**src/rtl/vpu_ub_writeback.sv**
```systemverilog
// vpu_ub_writeback: receiving end of the VPU output path. Each of the four
// free-running VPU lanes is tagged with its UB address and buffered in a
// small per-lane FIFO. The FIFOs are drained round-robin through one
// registered write port. A one-cycle done pulse follows the last committed
// element of a layer.
// Optional feature: define VPU_WB_CHECKSUM_EN to add wb_checksum. This is
// the XOR of all data written since the last accepted start.
// Handshake: ub_wr_en is a registered valid with ub_wr_addr/ub_wr_data as
// its payload. A word moves on a clock edge where ub_wr_en && ub_wr_ready.
// Until then the payload holds stable. The VPU lanes have no ready signal;
// an element that meets a full FIFO is dropped and flagged.
module vpu_ub_writeback #(
  parameter int LANES      = 4,
  parameter int B          = 8,
  parameter int D_OUT      = 4,
  parameter int FIFO_DEPTH = 4,
  parameter int ADDR_W     = 10
) (
  input  logic              clk,
  input  logic              rst_n,
  input  logic              start,
  input  logic [ADDR_W-1:0] base_addr,
  input  logic [15:0]       vpu_data_in_1,
  input  logic [15:0]       vpu_data_in_2,
  input  logic [15:0]       vpu_data_in_3,
  input  logic [15:0]       vpu_data_in_4,
  input  logic              vpu_valid_in_1,
  input  logic              vpu_valid_in_2,
  input  logic              vpu_valid_in_3,
  input  logic              vpu_valid_in_4,
  output logic              ub_wr_en,
  output logic [ADDR_W-1:0] ub_wr_addr,
  output logic [15:0]       ub_wr_data,
  input  logic              ub_wr_ready,
  output logic              busy,
  output logic              done,
  output logic              overflow_err
`ifdef VPU_WB_CHECKSUM_EN
  ,
  output logic [15:0]       wb_checksum
`endif
);

  localparam int LW = (LANES > 1) ? $clog2(LANES) : 1;
  localparam int RW = (B > 1) ? $clog2(B) : 1;
  localparam int CW = $clog2(D_OUT + 1);
  localparam int PW = (FIFO_DEPTH > 1) ? $clog2(FIFO_DEPTH) : 1;
  localparam int NW = $clog2(FIFO_DEPTH + 1);
  localparam int EW = ADDR_W + 16;

  typedef enum logic [1:0] {S_IDLE, S_ACTIVE, S_DRAIN, S_DONE} state_t;

  state_t            state;
  logic [ADDR_W-1:0] base_q;
  logic [LW-1:0]     rr;

  logic [LANES-1:0]  vld;
  logic [15:0]       din [LANES];

  logic [RW-1:0]     row_q [LANES];
  logic [CW-1:0]     col_q [LANES];
  logic [EW-1:0]     mem   [LANES][FIFO_DEPTH];
  logic [PW-1:0]     wp    [LANES];
  logic [PW-1:0]     rp    [LANES];
  logic [NW-1:0]     cnt   [LANES];
  logic [EW-1:0]     inc   [LANES];

  logic [LANES-1:0]  fin, fin_nxt, acc, req, byp, pop, push, drop, empty_nxt;
  logic [LW-1:0]     gnt, cand;
  logic              gnt_vld, slot_free, take, out_busy_nxt, start_acc, layer_end;
  logic [EW-1:0]     sel;

  assign vld    = {vpu_valid_in_4, vpu_valid_in_3, vpu_valid_in_2, vpu_valid_in_1};
  assign din[0] = vpu_data_in_1;
  assign din[1] = vpu_data_in_2;
  assign din[2] = vpu_data_in_3;
  assign din[3] = vpu_data_in_4;

  // Per-lane acceptance, address tagging and arbitration request.
  // An empty lane with a fresh element may request so it can bypass its FIFO.
  always_comb begin
    for (int k = 0; k < LANES; k++) begin
      fin[k] = (col_q[k] == CW'(D_OUT));
      acc[k] = (state == S_ACTIVE) && vld[k] && !fin[k];
      inc[k] = {base_q + ADDR_W'((int'(col_q[k]) * LANES + k) * B + int'(row_q[k])), din[k]};
      req[k] = (cnt[k] != '0) || acc[k];
    end
  end

  // Round-robin: first requesting lane at or after the pointer.
  always_comb begin
    gnt_vld = 1'b0;
    gnt     = '0;
    cand    = '0;
    for (int i = 0; i < LANES; i++) begin
      cand = LW'((int'(rr) + i) % LANES);
      if (!gnt_vld && req[cand]) begin
        gnt_vld = 1'b1;
        gnt     = cand;
      end
    end
  end

  assign slot_free    = !ub_wr_en || ub_wr_ready;
  assign take         = slot_free && gnt_vld;
  assign out_busy_nxt = take || (ub_wr_en && !ub_wr_ready);
  assign start_acc    = start && (state == S_IDLE);

  // FIFO push/pop/drop decisions. Fullness is judged before this cycle's pop.
  always_comb begin
    for (int k = 0; k < LANES; k++) begin
      byp[k]       = take && (gnt == LW'(k)) && (cnt[k] == '0);
      pop[k]       = take && (gnt == LW'(k)) && (cnt[k] != '0);
      push[k]      = acc[k] && !byp[k] && (cnt[k] != NW'(FIFO_DEPTH));
      drop[k]      = acc[k] && !byp[k] && (cnt[k] == NW'(FIFO_DEPTH));
      fin_nxt[k]   = fin[k] || (acc[k] && (row_q[k] == RW'(B - 1)) && (col_q[k] == CW'(D_OUT - 1)));
      empty_nxt[k] = ((cnt[k] == '0) && !push[k]) ||
                     ((cnt[k] == NW'(1)) && pop[k] && !push[k]);
    end
    sel = (cnt[gnt] != '0) ? mem[gnt][rp[gnt]] : inc[gnt];
  end

  // The layer is complete once every lane has seen all its elements
  // and nothing remains in a FIFO or the output register.
  assign layer_end = ((state == S_ACTIVE) || (state == S_DRAIN)) &&
                     (&fin_nxt) && (&empty_nxt) && !out_busy_nxt;

  // Layer control FSM with registered busy/done and sticky overflow flag.
  always_ff @(posedge clk or negedge rst_n) begin
    if (!rst_n) begin
      state        <= S_IDLE;
      busy         <= 1'b0;
      done         <= 1'b0;
      base_q       <= '0;
      overflow_err <= 1'b0;
    end else begin
      done <= 1'b0;
      case (state)
        S_IDLE: begin
          if (start_acc) begin
            state        <= S_ACTIVE;
            busy         <= 1'b1;
            base_q       <= base_addr;
            overflow_err <= 1'b0;
          end
        end
        S_ACTIVE, S_DRAIN: begin
          if (layer_end) begin
            state <= S_DONE;
            busy  <= 1'b0;
            done  <= 1'b1;
          end else if (&fin_nxt) begin
            state <= S_DRAIN;
          end
        end
        S_DONE:  state <= S_IDLE;
        default: state <= S_IDLE;
      endcase
      if (|drop) overflow_err <= 1'b1;
    end
  end

  // Per-lane row/column counters and FIFO pointers.
  // The counters advance on every accepted element, including dropped ones.
  always_ff @(posedge clk or negedge rst_n) begin
    if (!rst_n) begin
      for (int k = 0; k < LANES; k++) begin
        row_q[k] <= '0;
        col_q[k] <= '0;
        wp[k]    <= '0;
        rp[k]    <= '0;
        cnt[k]   <= '0;
      end
    end else begin
      for (int k = 0; k < LANES; k++) begin
        if (start_acc) begin
          row_q[k] <= '0;
          col_q[k] <= '0;
          wp[k]    <= '0;
          rp[k]    <= '0;
          cnt[k]   <= '0;
        end else begin
          if (acc[k]) begin
            if (row_q[k] == RW'(B - 1)) begin
              row_q[k] <= '0;
              col_q[k] <= col_q[k] + CW'(1);
            end else begin
              row_q[k] <= row_q[k] + RW'(1);
            end
          end
          if (push[k]) wp[k] <= wp[k] + PW'(1);
          if (pop[k])  rp[k] <= rp[k] + PW'(1);
          cnt[k] <= cnt[k] + NW'(push[k]) - NW'(pop[k]);
        end
      end
    end
  end

  // FIFO storage. Contents are qualified by cnt, so they need no reset.
  always_ff @(posedge clk) begin
    for (int k = 0; k < LANES; k++) begin
      if (push[k]) mem[k][wp[k]] <= inc[k];
    end
  end

  // Output register: load the next grant whenever the slot is free or draining.
  always_ff @(posedge clk or negedge rst_n) begin
    if (!rst_n) begin
      ub_wr_en   <= 1'b0;
      ub_wr_addr <= '0;
      ub_wr_data <= '0;
      rr         <= '0;
    end else begin
      if (take) begin
        ub_wr_en                 <= 1'b1;
        {ub_wr_addr, ub_wr_data} <= sel;
        rr                       <= (gnt == LW'(LANES - 1)) ? '0 : gnt + LW'(1);
      end else if (ub_wr_ready) begin
        ub_wr_en <= 1'b0;
      end
      if (start_acc) rr <= '0;
    end
  end

`ifdef VPU_WB_CHECKSUM_EN
  logic xfer;
  assign xfer = ub_wr_en && ub_wr_ready;

  // Running XOR of committed write data for the current layer.
  always_ff @(posedge clk or negedge rst_n) begin
    if (!rst_n)         wb_checksum <= '0;
    else if (start_acc) wb_checksum <= '0;
    else if (xfer)      wb_checksum <= wb_checksum ^ ub_wr_data;
  end
`endif

endmodule

```
**config.mk**
```make
export PLATFORM = sky130hd
export DESIGN_NAME = vpu_ub_writeback
export DESIGN_NICKNAME = d
export VERILOG_FILES = /design/src/rtl/vpu_ub_writeback.sv
export SDC_FILE = /design/constraint.sdc
export NUM_CORES = 1
export LEC_CHECK = 0
export ABC_AREA = 1
export CAP_MARGIN = 10
export CORE_ASPECT_RATIO = 0.7
export CORE_MARGIN = 5
export CORE_UTILIZATION = 55
export CTS_BUF_LIST = sky130_fd_sc_hd__clkbuf_16
export CTS_CLUSTER_SIZE = 10
export DETAILED_ROUTE_END_ITERATION = 10
export PLACE_DENSITY = 0.85
export SLEW_MARGIN = 0
export SYNTH_ARGS = -nofsm -noshare
export SYNTH_HDL_FRONTEND = slang
export SYNTH_SLANG_ARGS = --single-unit
```
**constraint.sdc**
```tcl
create_clock -name clk -period 3.9 [get_ports clk]
set_input_delay 0.78 -clock clk [delete_from_list [all_inputs] [get_ports clk]]
set_output_delay 0.78 -clock clk [all_outputs]
set_load 0.01 [all_outputs]
```
# ---- After elaboration in Yosys (flattened, before gate mapping)
# Memory sizes are Yosys's and may differ from the RTL's.
# Index checks and enable logic that the tools add are counted.
dict set report word_totals {
  reg_bits 96
  ramBits 416
  elab_cells 370
  input_bits 82
  out_inout_bits 30
  n_memories 1
}
# name depth width read_ports rd_ports_with_merged_regs wr line
set mem_list {}
lappend mem_list {mem 4 104 1 0 4 62} ;# logic [EW-1:0] mem [LANES][FIFO_DEPTH];
dict set report classes {
  eq_ne 33
  bitwise 6
  n_addsub 39
  n_mux 106
  reduce_logical 142
  magnitude_cmp 14
}
# cell count
set ops {}
lappend ops {{104-bit 2-to-1 mux} 4}
lappend ops {{26-bit 2-to-1 mux} 9}
lappend ops {{26-bit demux with 2-bit select} 4}
lappend ops {{26-bit binary-select mux with 2-bit select} 2}
lappend ops {{3-bit 2-to-1 mux} 30}
lappend ops {{1-bit logical AND} 65}
lappend ops {{2-bit 2-to-1 mux} 28}
lappend ops {{2-bit nonzero test} 21}
lappend ops {{3-bit == test (second input constant)} 12}
lappend ops {{10-bit adder} 3}
lappend ops {{9-bit by 3-bit adder with 10-bit output} 3}
lappend ops {{3-bit by 1-bit adder with 3-bit output (second input constant)} 8}
lappend ops {{1-bit 2-to-1 mux} 21}
lappend ops {{2-bit by 1-bit adder with 2-bit output (second input constant)} 10}
lappend ops {{3-bit greater-or-equal comparator (second input constant)} 6}
lappend ops {{1-bit logical NOT} 18}
lappend ops {{2-bit NOT with 3-bit output} 6}
lappend ops {{1-bit logical OR} 15}
lappend ops {{3-bit != test (second input constant)} 5}
lappend ops {{3-bit nonzero test} 5}
lappend ops {{2-bit AND reduction} 7}
lappend ops {{3-bit by 1-bit adder with 3-bit output} 4}
lappend ops {{5-bit by 2-bit adder with 6-bit output (second input constant)} 2}
lappend ops {{3-bit by 1-bit == test with 1-bit output (second input constant)} 4}
lappend ops {{22 further kinds} 48}

# ---- Depth between registers and ports, before layout
dict set report logic_depth {
  ltp_word 30
  depth_mapped 27
}

# ---- Worst setup path after synthesis
# OpenSTA, ideal clock, no wires.
dict set report synth_path {
  path_kind {input -> register}
  startpoint {in vpu_valid_in_2}
  endpoint {mem mem[2][0] (netlist bit), enable pin}
  path_slack_ns -0.183
  cell_stages 17
  t_arrival_ns 3.674
  path_cell_list {nand2_1 > inv_2 > nand2_2 > nand3_1 > nand3_1 > nand2_1 > nor2_4 > nand3_1 > nand2_1 > nand2_4 > buf_4 > buf_6 > buf_2 > ha_1 > nand3_1 > nand3_1 > nor2_1}
}
# item line
set synth_rtl {}
lappend synth_rtl {{from (decl)} 28} ;# input logic vpu_valid_in_2,
lappend synth_rtl {{to (decl)} 62}

# ---- Worst setup path in the final report
dict set report layout_path {
  startpoint {reg cnt[4] (netlist bit)}
  endpoint {reg ub_wr_data[14]}
}
dict set report layout_via {
  elab_chain_cells 23
  elab_cells_between_ends 42
  cone_classes {29 x mux; 2 x bitwise; 10 x reduce/logical; 1 x memory}
}
# item line
set layout_lines {}
lappend layout_lines {{from (decl)} 65} ;# logic [NW-1:0] cnt [LANES];
lappend layout_lines {{from (signal, indexed assignment)} 193} ;# cnt[k] <= cnt[k] + NW'(push[k]) - NW'(pop[k]);
lappend layout_lines {{3-bit nonzero test} 86} ;# req[k] = (cnt[k] != '0) || acc[k];
lappend layout_lines {{1-bit logical OR} 86}
lappend layout_lines {{1-bit binary-select mux with 2-bit select} 97} ;# if (!gnt_vld && req[cand]) begin
lappend layout_lines {{1-bit 2-to-1 mux (implied by the code)} 97}
lappend layout_lines {{1-bit 2-to-1 mux} 97}
lappend layout_lines {{1-bit logical NOT} 97}
lappend layout_lines {{1-bit logical AND} 97}
lappend layout_lines {{1-bit 2-to-1 mux} 97}
lappend layout_lines {{[... 5 more ...]} --}
lappend layout_lines {{2-bit 2-to-1 mux} 97}
lappend layout_lines {{2-bit NOT with 3-bit output (implied by the code)} 120} ;# sel = (cnt[gnt] != '0) ? mem[gnt][rp[gnt]] : inc[gnt];
lappend layout_lines {{2-bit binary-select mux with 2-bit select} 120}
lappend layout_lines {{2-bit 2-to-1 mux (implied by the code) (2 in a row)} 120}
lappend layout_lines {{2-bit NOT with 3-bit output (implied by the code)} 120}
lappend layout_lines {{26-bit binary-select mux with 2-bit select} 120}
lappend layout_lines {{26-bit 2-to-1 mux (implied by the code) (2 in a row)} 120}
lappend layout_lines {{26-bit 2-to-1 mux} 120}
lappend layout_lines {{to (signal assigned)} 216} ;# {ub_wr_addr, ub_wr_data} <= sel;
lappend layout_lines {{to (decl)} 33} ;# output logic [15:0] ub_wr_data,
# Several ways; a longest one is shown, not always the timed one. The select of a mux whose other input is x is not followed.
# A chain may end at the register's enable or synchronous reset.

==> metrics.cfg <==
[clocking]
cts_setup_buffers=0
cts_sinks=512
path_clk_slew_ns=0.06
ctsHoldBuffers=0
clk_path_buf_depth=3
root_buffer=clkbuf_16
cts_buffers=58
post_cts_resized=0
htree_levels=2
clk_latency_ns=0.62
tritoncts=built

[placed_design]
placed_cells=3401
port_buffers=111
place_hpwl_um=53140
place_congestion=0.9899
dp_slack_ns=-0.1840

[critical_path]
crit_chain=inv_2 > nand2_2 > nor2_2 > nand3_1 > nand3_2 > nand2_2 > buf_4 > o21ai_4 > nand2_8 > buf_4 > inv_2 > buf_4 > buf_4 > nand2_1 > nand3_1 > nand2_1 > nand2_1 > nand3_1 > nand2_1 > nand2_1 > nand2_1 > nand2_1
end_kind=flop
rr_endpoint=ub_wr_data[14]$_DFFE_PN0N_
reg2reg_from=cnt[4]$_DFF_PN0_
critPathKind=flop to flop
path_buf_inv=6
crit_required_ns=4.40
cp.arrival_ns=4.14
ff2ff_path_depth=22
path_max_fanout=26
critical_path.startpoint_type=flop
cp_top_family=simple AND/OR/NAND/NOR gates
slowest_delay_ns=0.44
critical-path-slowest-cell=dfrtp_1
r2r_slack_ns=0.26
cp_common_cell=nand2_1

[global_route]
grt_antenna_before_repair=3
grt_pass1_wl_um=120200
grt-ovfl-total=0
grt.total_usage_pct=31.22
grt_pass1_vias=19780
grt_max_degree=138

[floorplanning]
core_um2=46160
dieArea_um2=50880
dieHeight_um=190.2
start_util_pct=55.29
ioPinCount=112
die_w_um=267.5
rows=66

[timing]
tightest_slew_ns=1.046
min_period_ns=3.641
report.final.slew_viol_count=0
fin_ws_ns=0.2588
hold_violations=0
grt_setup_unrepaired=no
setup_viol=0
max_freq_mhz=274.6
setup_tns_ns=0
slew_headroom_pct=30.24
finalCritPeriodShare_pct=93.36
fin_worst_skew_ns=0.02519

[yosys]
synth_nets=2890
ys_warn_count=0
syn_area_um2=25520
syn_area_per_cell_um2=9.355
synth_edf_count=416
yosys.area.top_type_share_pct=48.95
ys_seq_area_share_pct=58.36
syn-instance-count=2728
async_reset_ff_share_pct=18.75
synthFlopType=edfxtp_1
yosysUniqueCellTypes=46
synth_area_leaders=edfxtp_1 (49%), nand2_1 (14%), dfrtp_1 (9.4%)
yosysTopAreaCell=edfxtp_1
synth-seq-cells=512

[routing]
antenna_left=0
wirelength_um=80970
viasPerCell=5.943
firstDrtPassIters=7
dr_total_vias=20880
drc_errors=0
drtIter0Drc=3238
routedWlPerCell_um=23.04

[cells_and_area]
layout-drive-gt1-share_pct=7.522
nFillCells=3438
utilization_pct=64.07
fin_cells=3514
area_growth_pct=15.89
nets=3011

[run]
cap_viol_max_count=0

[run_status]
status=completed

[hold_path]
hp-class=input pin to async pin

## worst max-delay path by stage
| stage | from | to | slack [ns] | cells after the start |
|---|---|---|---|---|
| after floorplan | vpu_valid_in_2 | mem[2][0]$_DFFE_PP_ | -0.18 | 17 |
| after global placement | vpu_valid_in_1 | cnt[11]$_DFF_PN0_ | -0.01 | 22 |
| after detailed placement | vpu_valid_in_1 | cnt[11]$_DFF_PN0_ | -0.18 | 22 |
| after CTS | state[1]$_DFFE_PN0P_ | cnt[11]$_DFF_PN0_ | 0.24 | 23 |
| after global routing | col_q[9]$_DFFE_PN0P_ | cnt[8]$_DFF_PN0_ | 0.06 | 23 |
| final | cnt[4]$_DFF_PN0_ | ub_wr_data[14]$_DFFE_PN0N_ | 0.26 | 22 |
## cell type report
class	count	area (um^2)	area share (%)
timing repair buffer	198	2175	7.353
inverter	269	1010	3.414
clock inverter	51	274.0	0.9265
tap	612	765.7	2.589
clock buffer	58	1451	4.907
antenna	4	10.01	0.03384
sequential	512	14890	50.36
multi-input combinational	1810	8996	30.42
## metrics by stage
stage / hold slack, ns / area, um^2
floorplan: 0.4336 / 25520
global placement: 0.4530 / 27820
detailed placement: 0.4564 / 27820
CTS: 0.3630 / 29550
global route: 0.4418 / 29570
finish: 0.3315 / 29580
## flip-flops by register name (all words and copies together), names as in the netlist
register,flops
mem,416
ub_wr_data,16
cnt,12
col_q,12
row_q,12
base_q,10
ub_wr_addr,10
rp,8
wp,8
rr,2
state,2
busy,1
done,1
overflow_err,1
ub_wr_en,1
## kinds of logic (layout without fill, tap and decap cells)
group | count (synthesis) | count (layout) | share of synthesized area (%)
adder cells (fa/ha/maj) | 80 | 80 | 4.157
flip-flops | 512 | 512 | 58.36
XOR/XNOR | 30 | 30 | 1.059
AO/OA/AOI/OAI | 138 | 138 | 3.226
buffers and inverters | 406 | 576 | 6.702
AND/OR/NAND/NOR | 1562 | 1562 | 26.49
other | 0 | 4 | 0
## per-layer routing
| metal | wire [um] | vias to the layer above | global-route usage, % |
|---|---|---|---|
| li1 | - | 9190 | - |
| met5 | 69 | - | 1.062 |
| met2 | 33210 | 1694 | 43.55 |
| met4 | 2206 | 2 | 7.875 |
| met1 | 30920 | 9799 | 44.94 |
| met3 | 14560 | 199 | 14.03 |
## cell usage after synthesis, types with 24 or more instances
cell and n:
nand2_1 980, edfxtp_1 416, nand3_1 316, inv_1 249, nor2_1 128, dfrtp_1 96, buf_2 80, nand3b_1 78
ha_1 72, o21ai_0 41, clkbuf_1 35, a21oi_1 33, o211ai_1 25, xor2_1 24
## cells in the final DEF (no fill, tap or decap), types with 55 or more instances in the layout
cell type,count
buf_4,55
clkbuf_16,58
clkdlybuf4s50_1,110
dfrtp_1,96
edfxtp_1,416
ha_1,71
inv_1,293
nand2_1,980
nand3_1,316
nand3b_1,78
nor2_1,112
Power is left out: the tool's default activity adds up to more than one toggle a clock period on the data nets, which glitch-free logic cannot reach.
